===== config.mk =====
export PLATFORM = sky130hd
export DESIGN_NAME = mem_arbiter
export DESIGN_NICKNAME = d
export VERILOG_FILES = /design/src/rtl/mem_arbiter.sv
export SDC_FILE = /design/constraint.sdc
export NUM_CORES = 1
export LEC_CHECK = 0
export CAP_MARGIN = 20
export CORE_UTILIZATION = 39
export DETAILED_ROUTE_END_ITERATION = 7
export PLACE_DENSITY = 0.77
export SLEW_MARGIN = 20
export SYNTH_ARGS = -nofsm -noshare
export SYNTH_HDL_FRONTEND = slang
export SYNTH_SLANG_ARGS = --single-unit

===== constraint.sdc =====
create_clock -name clk -period 1.55 [get_ports clk]
set_input_delay 0.31 -clock clk [delete_from_list [all_inputs] [get_ports clk]]
set_output_delay 0.31 -clock clk [all_outputs]
set_load 0.02 [all_outputs]

===== src/rtl/mem_arbiter.sv =====
// mem_arbiter
// Shares one multi-cycle, single-port memory between an instruction-fetch
// requester (i_*) and a load/store requester (d_*). Each side has at most one
// request outstanding and gets a one-cycle done pulse back. Data wins ties
// unless fetch has been passed over STARVE_LIMIT times in a row. A WAIT
// timer forces completion with an error flag if the memory never answers.
//
// Ports
//   clk, reset                 rising-edge clock, async active-low reset
//   i_req, i_addr              fetch request (held until i_done)
//   i_rdata, i_done, i_err     fetch read data / completion pulse / timeout flag
//   d_req, d_wen, d_addr,
//   d_wdata, d_be              data request (held until d_done)
//   d_rdata, d_done, d_err     data read data / completion pulse / timeout flag
//   m_valid, m_wen, m_addr,
//   m_wdata, m_be              one-cycle command strobe and held command fields
//   m_rdata, m_done            memory read data and completion pulse
//   busy                       high whenever not IDLE
//   owner                      0 = fetch, 1 = data (current or last grant)
//
// state | meaning
// ------+---------------------------------------------------------------
// IDLE  | arbitrate; latch the winner's command and go to ISSUE
// ISSUE | m_valid high for this single cycle, WAIT timer cleared
// WAIT  | wait for m_done or for the timer to reach TIMEOUT-1
// RESP  | owner's done (and err) high for one cycle, then IDLE
//
// Every output is a flop; done/err/m_valid are set on the transition into
// the state in which they are visible.

module mem_arbiter #(
   parameter int ADDR_BITS    = 10,
   parameter int STARVE_LIMIT = 4,
   parameter int TIMEOUT      = 32
) (
   input  logic                 clk,
   input  logic                 reset,
   input  logic                 i_req,
   input  logic [ADDR_BITS-1:0] i_addr,
   output logic [31:0]          i_rdata,
   output logic                 i_done,
   output logic                 i_err,
   input  logic                 d_req,
   input  logic                 d_wen,
   input  logic [ADDR_BITS-1:0] d_addr,
   input  logic [31:0]          d_wdata,
   input  logic [3:0]           d_be,
   output logic [31:0]          d_rdata,
   output logic                 d_done,
   output logic                 d_err,
   output logic                 m_valid,
   output logic                 m_wen,
   output logic [ADDR_BITS-1:0] m_addr,
   output logic [31:0]          m_wdata,
   output logic [3:0]           m_be,
   input  logic [31:0]          m_rdata,
   input  logic                 m_done,
   output logic                 busy,
   output logic                 owner
);

   typedef enum logic [1:0] {
      ST_IDLE  = 2'd0,
      ST_ISSUE = 2'd1,
      ST_WAIT  = 2'd2,
      ST_RESP  = 2'd3
   } state_t;

   localparam logic [3:0] LP_STARVE  = 4'(STARVE_LIMIT);
   localparam logic [7:0] LP_TO_LAST = 8'(TIMEOUT - 1);

   state_t               r_state;
   logic [3:0]           r_streak;
   logic [7:0]           r_timer;
   logic                 r_owner;
   logic                 r_busy;
   logic                 r_m_valid;
   logic                 r_m_wen;
   logic [ADDR_BITS-1:0] r_m_addr;
   logic [31:0]          r_m_wdata;
   logic [3:0]           r_m_be;
   logic [31:0]          r_i_rdata;
   logic [31:0]          r_d_rdata;
   logic                 r_i_done;
   logic                 r_i_err;
   logic                 r_d_done;
   logic                 r_d_err;

   logic                 w_grant_d;
   logic                 w_grant_i;
   logic                 w_timeout;

   // Data loses only when fetch is waiting and has already been passed over
   // STARVE_LIMIT consecutive times.
   assign w_grant_d = d_req && !(i_req && (r_streak == LP_STARVE));
   assign w_grant_i = !w_grant_d && i_req;
   assign w_timeout = (r_timer == LP_TO_LAST);

   always_ff @(posedge clk or negedge reset) begin
      if (!reset) begin
         r_state   <= ST_IDLE;
         r_streak  <= 4'd0;
         r_timer   <= 8'd0;
         r_owner   <= 1'b0;
         r_busy    <= 1'b0;
         r_m_valid <= 1'b0;
         r_m_wen   <= 1'b0;
         r_m_addr  <= '0;
         r_m_wdata <= 32'd0;
         r_m_be    <= 4'd0;
         r_i_rdata <= 32'd0;
         r_d_rdata <= 32'd0;
         r_i_done  <= 1'b0;
         r_i_err   <= 1'b0;
         r_d_done  <= 1'b0;
         r_d_err   <= 1'b0;
      end else begin
         r_m_valid <= 1'b0;
         r_i_done  <= 1'b0;
         r_i_err   <= 1'b0;
         r_d_done  <= 1'b0;
         r_d_err   <= 1'b0;

         case (r_state)
            ST_IDLE: begin
               if (!i_req) begin
                  r_streak <= 4'd0;
               end else if (w_grant_d) begin
                  if (r_streak != LP_STARVE) begin
                     r_streak <= r_streak + 4'd1;
                  end
               end else begin
                  r_streak <= 4'd0;
               end

               if (w_grant_d || w_grant_i) begin
                  r_owner   <= w_grant_d;
                  r_m_wen   <= w_grant_d & d_wen;
                  r_m_addr  <= w_grant_d ? d_addr : i_addr;
                  r_m_wdata <= d_wdata;
                  r_m_be    <= w_grant_d ? d_be : 4'hF;
                  r_m_valid <= 1'b1;
                  r_busy    <= 1'b1;
                  r_state   <= ST_ISSUE;
               end
            end

            ST_ISSUE: begin
               r_timer <= 8'd0;
               r_state <= ST_WAIT;
            end

            ST_WAIT: begin
               r_timer <= r_timer + 8'd1;
               if (m_done) begin
                  if (!r_owner) begin
                     r_i_rdata <= m_rdata;
                  end else if (!r_m_wen) begin
                     r_d_rdata <= m_rdata;
                  end
                  r_i_done <= ~r_owner;
                  r_d_done <= r_owner;
                  r_state  <= ST_RESP;
               end else if (w_timeout) begin
                  if (!r_owner) begin
                     r_i_rdata <= 32'd0;
                  end else begin
                     r_d_rdata <= 32'd0;
                  end
                  r_i_done <= ~r_owner;
                  r_i_err  <= ~r_owner;
                  r_d_done <= r_owner;
                  r_d_err  <= r_owner;
                  r_state  <= ST_RESP;
               end
            end

            ST_RESP: begin
               r_busy  <= 1'b0;
               r_state <= ST_IDLE;
            end

            default: begin
               r_busy  <= 1'b0;
               r_state <= ST_IDLE;
            end
         endcase
      end
   end

   assign i_rdata = r_i_rdata;
   assign i_done  = r_i_done;
   assign i_err   = r_i_err;
   assign d_rdata = r_d_rdata;
   assign d_done  = r_d_done;
   assign d_err   = r_d_err;
   assign m_valid = r_m_valid;
   assign m_wen   = r_m_wen;
   assign m_addr  = r_m_addr;
   assign m_wdata = r_m_wdata;
   assign m_be    = r_m_be;
   assign busy    = r_busy;
   assign owner   = r_owner;

endmodule


==> impl_metrics.xml <==
<?xml version="1.0" encoding="UTF-8"?>
<metrics>
  <group name="finish">
    <metric name="antenna_cells" unit="">0</metric>
    <metric name="layout.cell_area.non_filler" unit="um^2">8280</metric>
    <metric name="synthToLayoutAreaGrowth" unit="%">62.3</metric>
    <metric name="finalCoreUtilization" unit="%">65.4</metric>
    <metric name="nets" unit="">797</metric>
    <metric name="nFillCells" unit="">977</metric>
    <metric name="drive_gt1_share" unit="%">12.4</metric>
  </group>
  <group name="pwr">
    <metric name="vdd.ir_drop.worst" unit="uV">1160</metric>
    <metric name="power.static_leakage" unit="nW">4.14</metric>
    <metric name="p_per_area" unit="nW/um^2">2130</metric>
  </group>
  <group name="sta">
    <metric name="fin_skew" unit="ns">0.0168</metric>
    <metric name="finalSetupViolCount" unit="">65</metric>
    <metric name="fin_crit_sh" unit="%">108</metric>
    <metric name="grt_setup_unrepaired" unit="">true</metric>
    <metric name="max_freq" unit="MHz">598</metric>
    <metric name="worst_slew_margin_relative_to_its_limit" unit="%">75.0</metric>
    <metric name="final.min_clock_period" unit="ns">1.67</metric>
    <metric name="fin_setup_tns" unit="ns">-4.05</metric>
    <metric name="setup_ws" unit="ns">-0.122</metric>
    <metric name="final-hold-violation-count" unit="">0</metric>
    <metric name="tightestPinTransition" unit="ns">0.376</metric>
    <metric name="final_report_max_slew_violation_count" unit="">0</metric>
  </group>
  <group name="detailed_routing">
    <metric name="detail_route.wl_per_cell" unit="um">17.1</metric>
    <metric name="drcViolationCount" unit="">0</metric>
    <metric name="drtAntennaViolNets" unit="">0</metric>
    <metric name="wirelength" unit="um">15000</metric>
    <metric name="drtIter0Drc" unit="">386</metric>
    <metric name="drt_pre_antenna_iters" unit="">5</metric>
    <metric name="vias_per_cell" unit="">5.09</metric>
    <metric name="via_count" unit="">4483</metric>
  </group>
  <group name="setup_path">
    <metric name="cpMaxStageDelayCell" unit="">sky130_fd_sc_hd__dfrtp_1</metric>
    <metric name="setup.worst_path.end_class" unit="">flop</metric>
    <metric name="startpoint_type_of_the_worst_setup_path" unit="">flop</metric>
    <metric name="arrival" unit="ns">1.96</metric>
    <metric name="crit_required" unit="ns">1.84</metric>
    <metric name="rrSetupSlack" unit="ns">-0.12</metric>
    <metric name="critPathBufInv" unit="">1</metric>
    <metric name="path_max_fanout" unit="">16</metric>
    <metric name="criticalPathCategory" unit="">flop to flop</metric>
    <metric name="critPathTopFamily" unit="">simple AND/OR/NAND/NOR gates</metric>
    <metric name="timing.critical_path.slowest_cell_delay" unit="ns">0.40</metric>
    <metric name="critical_path.cell_chain" unit="">ha_4, and4_4, a21oi_2, or2_4, clkbuf_16, a22o_1</metric>
  </group>
  <group name="min_path">
    <metric name="hold_path.class" unit="">input port to async pin</metric>
  </group>
  <group name="die">
    <metric name="dieHeight" unit="um">116</metric>
    <metric name="core_region_area" unit="um^2">12700</metric>
    <metric name="design.die.area" unit="um^2">13500</metric>
    <metric name="floorplan.io_pins" unit="">212</metric>
    <metric name="initial_utilization" unit="%">40.3</metric>
    <metric name="floorplan.rows" unit="">41</metric>
    <metric name="die_x" unit="um">116</metric>
  </group>
  <group name="logic_synthesis">
    <metric name="ys_types" unit="">37</metric>
    <metric name="synth.avg_cell_area" unit="um^2">11.3</metric>
    <metric name="synth_area" unit="um^2">5100</metric>
    <metric name="postSynthNetCount" unit="">551</metric>
    <metric name="postSynth.topFlopCell" unit="">sky130_fd_sc_hd__dfrtp_1</metric>
    <metric name="yosysWarningCount" unit="">0</metric>
    <metric name="syn_inst" unit="">450</metric>
    <metric name="postSynthRegisterBits" unit="">132</metric>
    <metric name="synth_sequential_area_ratio" unit="%">64.7</metric>
    <metric name="synth_enable_flop_cells" unit="">0</metric>
    <metric name="asyncSetResetFlopFracSynth" unit="%">100</metric>
  </group>
  <group name="grt">
    <metric name="wire_length_of_the_first_global_routing_pass" unit="um">22900</metric>
    <metric name="global_route.usage.total" unit="%">22.5</metric>
    <metric name="vias_in_the_first_global_route" unit="">4511</metric>
    <metric name="grt_start_max_net_pins" unit="">71</metric>
    <metric name="antenna_violations_before_repair" unit="">0</metric>
    <metric name="grt.overflow.total" unit="">0</metric>
  </group>
  <group name="clock_tree">
    <metric name="clock_insertion_delay_worst_skew" unit="ns">0.42</metric>
    <metric name="cts_buffer_depth" unit="">2</metric>
    <metric name="path_clk_slew" unit="ns">0.05</metric>
    <metric name="buffer_cell_driving_the_clock_tree_root" unit="">sky130_fd_sc_hd__clkbuf_16</metric>
    <metric name="cts-buffers-inserted" unit="">17</metric>
    <metric name="cts_max_level" unit="">4</metric>
    <metric name="numClockSinks" unit="">132</metric>
    <metric name="cts_tree" unit="">done</metric>
  </group>
  <group name="placed_design">
    <metric name="hpwl" unit="um">10300</metric>
    <metric name="port_buffers" unit="">211</metric>
    <metric name="dpl-instance-area" unit="um^2">7660</metric>
    <metric name="gpl.final_weighted_congestion" unit="">0.748</metric>
    <metric name="dp_worst_setup_slack" unit="ns">-0.206</metric>
  </group>
  <group name="status">
    <metric name="violations" unit="">negative setup slack</metric>
    <metric name="result_of_the_run" unit="">finished, violations left</metric>
  </group>
  <group name="job">
    <metric name="timing.max_cap.violations" unit="">0</metric>
  </group>
</metrics>
-- per-stage QoR --
| step | hold WS, ns | std cells | power (mW) |
|---|---|---|---|
| 3_5_place_dp | 0.193 | 841 | 14.1 |
| 6_report | 0.337 | 880 | 17.6 |
| 3_3_place_gp | 0.197 | 841 | 13.9 |
| 5_1_grt | 0.353 | 880 | 18.6 |
| 2_1_floorplan | 0.0144 | 450 | 9.89 |
| 4_1_cts | 0.294 | 874 | 17.5 |
-- cell usage after synthesis (all sizes together), types with 2 or more instances --
cell type	number	area share (%)
o22a	5	0.86
o22ai	3	0.37
clkbuf	18	1.3
nand2b	2	0.25
a22o	65	11
a21oi	4	0.47
ha	7	1.7
nand3	7	0.69
nor3	3	0.39
o21ai	7	0.69
buf	8	1.3
nor2b	2	0.25
nand2	129	9.5
nor3b	2	0.29
inv	12	0.88
dfrtp	132	65
a31oi	11	1.3
nor2	17	1.3
a21o	2	0.29
-- worst register-to-register path: cells and delay by family, from the launching register on --
kind                     cells  cell delay (ns)
adder cells (fa/ha/maj)      1             0.16
AND/OR/NAND/NOR              2             0.51
flip-flops                   1             0.40
AO/OA/AOI/OAI                2             0.30
buffers and inverters        1             0.19
-- layer usage --
layer	GRT usage (%)	wire, um
met2	36.6	7320
met1	26.7	6020
met4	6.92	70
met3	9.96	1610
met5	0	0
-- area by class of cell --
| class | instances | area [um^2] | share of cell area, % |
|---|---|---|---|
| inverters | 12 | 45.0 | 0.544 |
| flip-flops and latches | 132 | 3300 | 39.9 |
| well taps | 172 | 215 | 2.60 |
| multi-input cells | 280 | 1680 | 20.3 |
| clock buffers | 23 | 488 | 5.89 |
| clock inverters | 8 | 148 | 1.78 |
| repair buffers | 253 | 2410 | 29.0 |
-- state kept, by name, summed over array words and instances (netlist names) --
register	count
busy	1
d_done	1
d_err	1
d_rdata	32
i_done	1
i_err	1
i_rdata	32
m_addr	10
m_be	4
m_valid	1
m_wdata	32
m_wen	1
owner	1
r_state	2
r_streak	4
r_timer	8
-- power by group --
part	switching [mW]	leakage (nW)	internal [mW]
clock network	1.39	0.301	2.85
logic	4.28	2.18	3.31
registers	0.846	1.65	4.93
total	6.52	4.14	11.1
-- what timing repair did --
| action | CTS | global route |
|---|---|---|
| setup buffers | 1 | 5 |
| resized for setup | 121 | 12 |
| pin swaps | 1 | 1 |
| hold endpoints to repair | 15 | 0 |
| setup endpoints to repair | 183 | 108 |
| cloned | 0 | 1 |
| hold buffers | 1 | 0 |
-- cell families (layout without fill, tap and decap cells) --
family | Yosys count | count (layout) | synth area share, %
AO/OA/AOI/OAI | 101 | 101 | 15.9
buffers and inverters | 38 | 296 | 3.48
flip-flops | 132 | 132 | 64.7
adder cells (fa/ha/maj) | 7 | 7 | 1.72
AND/OR/NAND/NOR | 169 | 169 | 13.6
multiplexers | 2 | 2 | 0.417
XOR/XNOR | 1 | 1 | 0.172
-- worst paths after layout --
path | start | to | depth (start not counted)
setup / recovery | r_timer[0] | i_rdata[16] | 6
min in group clk | d_wdata[31] | m_wdata[31] | 3
max in group asynchronous | reset | m_wdata[22] | 3
hold / removal | reset | d_rdata[16] | 2
setup reg to reg | r_timer[0] | i_rdata[16] | 6
hold reg to reg | m_wdata[20] | m_wdata[20] | 2
-- cell usage in the layout, fill, tap and decap left out, types with 2 or more instances in the layout --
cell and instances:
sky130_fd_sc_hd__clkdlybuf4s50_1 92, sky130_fd_sc_hd__nor3_2 2, sky130_fd_sc_hd__bufinv_16 4, sky130_fd_sc_hd__o22ai_1 3, sky130_fd_sc_hd__buf_6 2, sky130_fd_sc_hd__clkinvlp_4 3
sky130_fd_sc_hd__nor2b_1 2, sky130_fd_sc_hd__a21oi_1 3, sky130_fd_sc_hd__o22a_1 5, sky130_fd_sc_hd__nand2b_1 2, sky130_fd_sc_hd__a21o_1 2, sky130_fd_sc_hd__clkbuf_8 4
sky130_fd_sc_hd__o21ai_0 6, sky130_fd_sc_hd__buf_12 8, sky130_fd_sc_hd__dlygate4sd2_1 117, sky130_fd_sc_hd__ha_1 4, sky130_fd_sc_hd__dfrtp_1 132, sky130_fd_sc_hd__nand2_1 129
sky130_fd_sc_hd__ha_4 2, sky130_fd_sc_hd__nand3_1 6, sky130_fd_sc_hd__a31oi_1 11, sky130_fd_sc_hd__clkbuf_16 18, sky130_fd_sc_hd__inv_1 10, sky130_fd_sc_hd__nor2_2 2
sky130_fd_sc_hd__buf_4 31, sky130_fd_sc_hd__a22o_1 65, sky130_fd_sc_hd__clkbuf_1 2, sky130_fd_sc_hd__inv_2 2, sky130_fd_sc_hd__nor2_1 15
No activity file was read; power rests on OpenSTA's default activity.
